<file path="src/rtl/captura_pkg.sv">
// Shared definitions for the camera frame-capture controller: the capture
// state enumeration, frame-buffer address width and default geometry.
package captura_pkg;

    localparam int ADDR_W      = 17;
    localparam int LINE_W      = 8;
    localparam int H_PIX_DEF   = 320;
    localparam int V_LINES_DEF = 240;

    typedef enum logic [1:0] {
        ST_IDLE     = 2'd0,
        ST_WAIT_SOF = 2'd1,
        ST_CAPTURE  = 2'd2,
        ST_DONE     = 2'd3
    } cap_state_t;

endpackage

</file>
<file path="src/rtl/detector_flanco.sv">
// Edge detector: keeps the previous sample of a level input and emits
// registered one-cycle rise/fall strobes.
module detector_flanco (
    input  logic PCLK,
    input  logic rst,
    input  logic sig,
    output logic rise,
    output logic fall
);

    logic sig_q;

    // Sample the level and register the edge strobes against the previous sample.
    always_ff @(posedge PCLK or posedge rst) begin
        if (rst) begin
            sig_q <= 1'b0;
            rise  <= 1'b0;
            fall  <= 1'b0;
        end else begin
            sig_q <= sig;
            rise  <= sig & ~sig_q;
            fall  <= ~sig & sig_q;
        end
    end

endmodule

</file>
<file path="src/rtl/captura_frame_ctrl.sv">
// Camera frame-capture controller. Arms on start, waits for the start of a
// frame (VSYNC falling), writes one frame-buffer word per assembled pixel,
// and closes the frame on VSYNC rising or after V_LINES lines.
// Optional build macro CAPTURA_LINE_CHECK_EN adds a per-line pixel-count
// check feeding err_line; without it err_line reports address overflow only.
module captura_frame_ctrl
    import captura_pkg::*;
#(
    parameter int H_PIX   = H_PIX_DEF,
    parameter int V_LINES = V_LINES_DEF
) (
    input  logic              PCLK,
    input  logic              rst,
    input  logic              start,
    input  logic              continuous,
    input  logic              VSYNC,
    input  logic              HREF,
    input  logic              pix_we_in,
    output logic              cap_en,
    output logic [ADDR_W-1:0] DP_RAM_addr_in,
    output logic              DP_RAM_regW,
    output logic              busy,
    output logic              frame_done,
    output logic              err_line,
    output logic [LINE_W-1:0] line_cnt
);

    localparam logic [ADDR_W-1:0] ADDR_MAX = ADDR_W'(H_PIX * V_LINES - 1);

    function automatic logic [LINE_W-1:0] sat_inc_line(input logic [LINE_W-1:0] v);
        return (v == {LINE_W{1'b1}}) ? v : v + LINE_W'(1);
    endfunction

    function automatic logic [ADDR_W-1:0] sat_inc_addr(input logic [ADDR_W-1:0] v,
                                                       input logic [ADDR_W-1:0] lim);
        return (v == lim) ? v : v + ADDR_W'(1);
    endfunction

    cap_state_t        state, state_n;
    logic              vs_rise, vs_fall;
    logic              hr_rise_unused, hr_fall;
    logic              sof;
    logic              lines_done;
    logic              pix_hit;
    logic              accept;
    logic              drop;
    logic              full;
    logic              line_bad;
    logic [ADDR_W-1:0] addr_nxt;

    detector_flanco u_det_vsync (
        .PCLK (PCLK),
        .rst  (rst),
        .sig  (VSYNC),
        .rise (vs_rise),
        .fall (vs_fall)
    );

    // The line start is implied by HREF itself; only the line end is used.
    detector_flanco u_det_href (
        .PCLK (PCLK),
        .rst  (rst),
        .sig  (HREF),
        .rise (hr_rise_unused),
        .fall (hr_fall)
    );

    assign sof        = (state == ST_WAIT_SOF) && vs_fall;
    assign lines_done = (int'(line_cnt) >= V_LINES);
    assign pix_hit    = pix_we_in && HREF && (state == ST_CAPTURE);
    // A strobe in the cycle the frame closes would write outside CAPTURE, so it is not taken.
    assign accept     = pix_hit && !full && (state_n == ST_CAPTURE);
    assign drop       = pix_hit && full;
    // Address the next accepted strobe will be written to (a pending write has not advanced it yet).
    assign addr_nxt   = DP_RAM_addr_in + ADDR_W'(DP_RAM_regW);

    // State register.
    always_ff @(posedge PCLK or posedge rst) begin
        if (rst) begin
            state <= ST_IDLE;
        end else begin
            state <= state_n;
        end
    end

    // Next-state and state-decoded outputs; VSYNC rising wins over the line limit and any fall in CAPTURE.
    always_comb begin
        state_n    = state;
        busy       = 1'b1;
        cap_en     = 1'b0;
        frame_done = 1'b0;
        case (state)
            ST_IDLE: begin
                busy = 1'b0;
                if (start) state_n = ST_WAIT_SOF;
            end
            ST_WAIT_SOF: begin
                cap_en = 1'b1;
                if (vs_fall) state_n = ST_CAPTURE;
            end
            ST_CAPTURE: begin
                cap_en = 1'b1;
                if (vs_rise || lines_done) state_n = ST_DONE;
            end
            ST_DONE: begin
                frame_done = 1'b1;
                state_n    = continuous ? ST_WAIT_SOF : ST_IDLE;
            end
            default: begin
                state_n = ST_IDLE;
            end
        endcase
    end

    // Write stage: strobe accepted now, write issued next cycle, address advanced after the write.
    always_ff @(posedge PCLK or posedge rst) begin
        if (rst) begin
            DP_RAM_regW    <= 1'b0;
            DP_RAM_addr_in <= '0;
            full           <= 1'b0;
        end else begin
            DP_RAM_regW <= accept;
            if (sof) begin
                DP_RAM_addr_in <= '0;
                full           <= 1'b0;
            end else begin
                if (DP_RAM_regW) DP_RAM_addr_in <= sat_inc_addr(DP_RAM_addr_in, ADDR_MAX);
                if (accept && (addr_nxt == ADDR_MAX)) full <= 1'b1;
            end
        end
    end

    // Line counter and sticky error flag.
    always_ff @(posedge PCLK or posedge rst) begin
        if (rst) begin
            line_cnt <= '0;
            err_line <= 1'b0;
        end else begin
            if (sof) begin
                line_cnt <= '0;
            end else if ((state == ST_CAPTURE) && hr_fall) begin
                line_cnt <= sat_inc_line(line_cnt);
            end
            if ((state == ST_IDLE) && start) begin
                err_line <= 1'b0;
            end else if (drop || line_bad) begin
                err_line <= 1'b1;
            end
        end
    end

`ifdef CAPTURA_LINE_CHECK_EN
    logic [ADDR_W-1:0] pix_cnt;

    assign line_bad = (state == ST_CAPTURE) && hr_fall && (pix_cnt != ADDR_W'(H_PIX));

    // Count strobes on the current line; a strobe coinciding with the line-end strobe opens the next line.
    always_ff @(posedge PCLK or posedge rst) begin
        if (rst) begin
            pix_cnt <= '0;
        end else if (sof) begin
            pix_cnt <= '0;
        end else if ((state == ST_CAPTURE) && hr_fall) begin
            pix_cnt <= pix_hit ? ADDR_W'(1) : '0;
        end else if (pix_hit) begin
            pix_cnt <= sat_inc_addr(pix_cnt, {ADDR_W{1'b1}});
        end
    end
`else
    assign line_bad = 1'b0;
`endif

endmodule

</file>
<file path="config.mk">
export PLATFORM = sky130hd
export DESIGN_NAME = captura_frame_ctrl
export DESIGN_NICKNAME = d
export VERILOG_FILES = /design/src/rtl/captura_pkg.sv /design/src/rtl/detector_flanco.sv /design/src/rtl/captura_frame_ctrl.sv
export SDC_FILE = /design/constraint.sdc
export NUM_CORES = 1
export LEC_CHECK = 0
export ABC_AREA = 1
export CORE_MARGIN = 5
export CORE_UTILIZATION = 58
export CTS_CLUSTER_SIZE = 30
export DETAILED_ROUTE_END_ITERATION = 8
export PLACE_DENSITY_LB_ADDON = 0.25
export RECOVER_POWER = 25
export SKIP_LAST_GASP = 1
export SYNTH_ARGS = -nofsm -noshare
export SYNTH_HDL_FRONTEND = slang
export SYNTH_HIERARCHICAL = 1
export SYNTH_SLANG_ARGS = --single-unit
</file>
<file path="constraint.sdc">
create_clock -name PCLK -period 3.1 [get_ports PCLK]
set_clock_uncertainty 0.1 [all_clocks]
set_input_delay 0.31 -clock PCLK [delete_from_list [all_inputs] [get_ports PCLK]]
set_output_delay 0.31 -clock PCLK [all_outputs]
set_load 0.005 [all_outputs]
</file>
==> run metrics <==
CTS tree built; failing checks capacitance limit, slew limit; Nets 367; number of global-route vias before repair 2089; worst skew pair latency 0.29 ns; syn_nets 327; die area 5337 µm²; switching power total 0.4780 mW; number of setup buffers added after CTS 0; CTS Buffer Depth 2; CTS sink cnt 35; DRT Wirelength 5590 µm; cell type with the highest occurrence count on the critical path sky130_fd_sc_hd__inv_1; core utilization of the finished layout 0.7206; fraction of layout instances using a drive strength above 1 0.08807; GRT Residual Overflow 0; Core Rows 23; vertical die dimension 73.06 µm; detailed-route DRC error count 0; Crit Path Category flop to flop; Placed Instance Area 2706 µm²; combinational fraction of design power 0.309; max-cap viol count 1; max-slew violation count 31; overall fraction of global-route tracks in use 0.2331; antenna violations before repair 0; kind of end point of the critical path flop; largest net degree at the start of global routing 31; cells resized by post-CTS repair 0; Fmax 0.4481 GHz; routed via count 2246; total negative setup slack 0 ns; Leak Pwr 1.219 nW; Die X-Extent 73.06 µm; transition time at the pin with the least slew margin 1.616 ns; antenna violation net count after detailed routing 0; # setup viols final 0; average cell area after synthesis 7.415 µm²; RePlAce Congestion 0.9319; Final Hold Fails 0; period utilization 0.7198; post-synthesis cell area 2306 µm²; power density relative to cell area 512.4 nW/µm²; Sw Share 0.3308; TritonCTS Buffers 5; final design instance area without fill 2820 µm²; first-pass GRT wire length 9604 µm; Reg2Reg Setup Slack 0.87 ns; vias per cell 5.587; Reg power frac 0.395; worst supply voltage drop on vdd 0.5264 mV; WL per Instance 13.91 µm; number of instances in the synthesized netlist 311; count of buffers from port buffering 36; power share of the clock group 0.297; Critical Path Slowest Stage Cell sky130_fd_sc_hd__a31oi_2; required time worst endpoint 3.20 ns; final critical path time including I/O delays and setup 2.232 ns; Hold WC Path Type primary input to asynchronous set/reset pin; count of warnings emitted by yosys 6; Detailed Routing Iterations Pass 1 5; leading cell types in the layout, fill and taps excluded sky130_fd_sc_hd__nand2_1, sky130_fd_sc_hd__nor2_1, sky130_fd_sc_hd__inv_1; worst slew margin relative to its limit -0.07719; top-level I/O count 37; worst path cell trace inv_1, ha_1, nand2_2, inv_1, a31oi_2, nand2_1, o31ai_1; most frequent standard cell in the layout excluding fill and tap cells sky130_fd_sc_hd__nand2_1; Syn-to-layout area delta 22.30%; largest fanout on the critical path 19; Worst EP arrival 2.33 ns; clk root buf sky130_fd_sc_hd__clkbuf_8; 1st-iter DRT viols 175; Tot Pwr 1.445 mW; H-Tree Level Count 2; outcome finished with violations; Cell Int Power 0.9669 mW; Hold Buf Count CTS 0; Initial Utilization 0.5892; post-CTS clock slew at the launch and capture registers of the worst setup and hold paths 0.07 ns; Detailed Place HPWL 4098 µm; final antenna diode count 0; kind of launch point of the worst setup path flop; setup repair after global routing missed its margin no; biggest cell delay along the critical path 0.46 ns; area inside the core boundary 3914 µm²
[state kept, by name, summed over array words and instances, names as in the netlist]
signal and cells:
u_det_href/fall 1, u_det_vsync/sig_q 1, u_det_vsync/fall 1, DP_RAM_regW 1, u_det_vsync/rise 1, full 1, err_line 1, state 2
DP_RAM_addr_in 17, line_cnt 8, u_det_href/sig_q 1
[power groups by stage]
stage | clock [mW] | combinational [mW] | sequential, mW
finish | 0.428 | 0.446 | 0.570
global route | 0.455 | 0.504 | 0.578
CTS | 0.436 | 0.452 | 0.570
detailed placement | 0 | 0.441 | 0.578
global placement | 0 | 0.433 | 0.575
floorplan | 0 | 0.262 | 0.567
[worst max-delay path, delay by kind of cell (launching register included)]
family,cells,cell delay [ns]
adder cells (fa/ha/maj),1,0.23
buffers and inverters,2,0.44
AO/OA/AOI/OAI,2,0.54
flip-flops,1,0.40
AND/OR/NAND/NOR,2,0.43
[cell type report]
type / instances / area (µm²)
clock buffer: 6 / 82.58
clock inverter: 2 / 35.03
fill: 338 / 1094
inverter: 39 / 146.4
multi-input combinational: 233 / 1254
sequential: 35 / 875.8
tap: 50 / 62.56
timing repair buffer: 37 / 364.1
[per-stage QoR]
step                      hold slack (ns)  worst slack (ns)  cells
after floorplan                  -0.04882             1.396    311
after global placement             0.3080             1.006    394
after detailed placement           0.3169            0.9171    394
after CTS                          0.1254            0.8925    402
after global routing               0.2657            0.5640    402
final                              0.2577            0.8685    402
[path summary, 6_finish.rpt]
path,to,from,depth (start not counted)
setup / recovery,line_cnt[7]$_DFFE_PP0P_,state[1]$_DFF_PP0_,7
max in group asynchronous,DP_RAM_regW$_DFF_PP0_,rst,3
hold / removal,u_det_href/sig_q$_DFF_PP0_,rst,2
min in group PCLK,u_det_vsync/rise$_DFF_PP0_,u_det_vsync/sig_q$_DFF_PP0_,1
setup reg to reg,line_cnt[7]$_DFFE_PP0P_,state[1]$_DFF_PP0_,7
hold reg to reg,u_det_vsync/rise$_DFF_PP0_,u_det_vsync/sig_q$_DFF_PP0_,1
[metal layers]
layer / routed length, µm / global-route usage
met3: 320 / 0.04821
met1: 2548 / 0.3215
met4: 155 / 0.1086
met5: 0 / 0
met2: 2566 / 0.3486
Note: power is estimated with default switching activity, not from simulation.
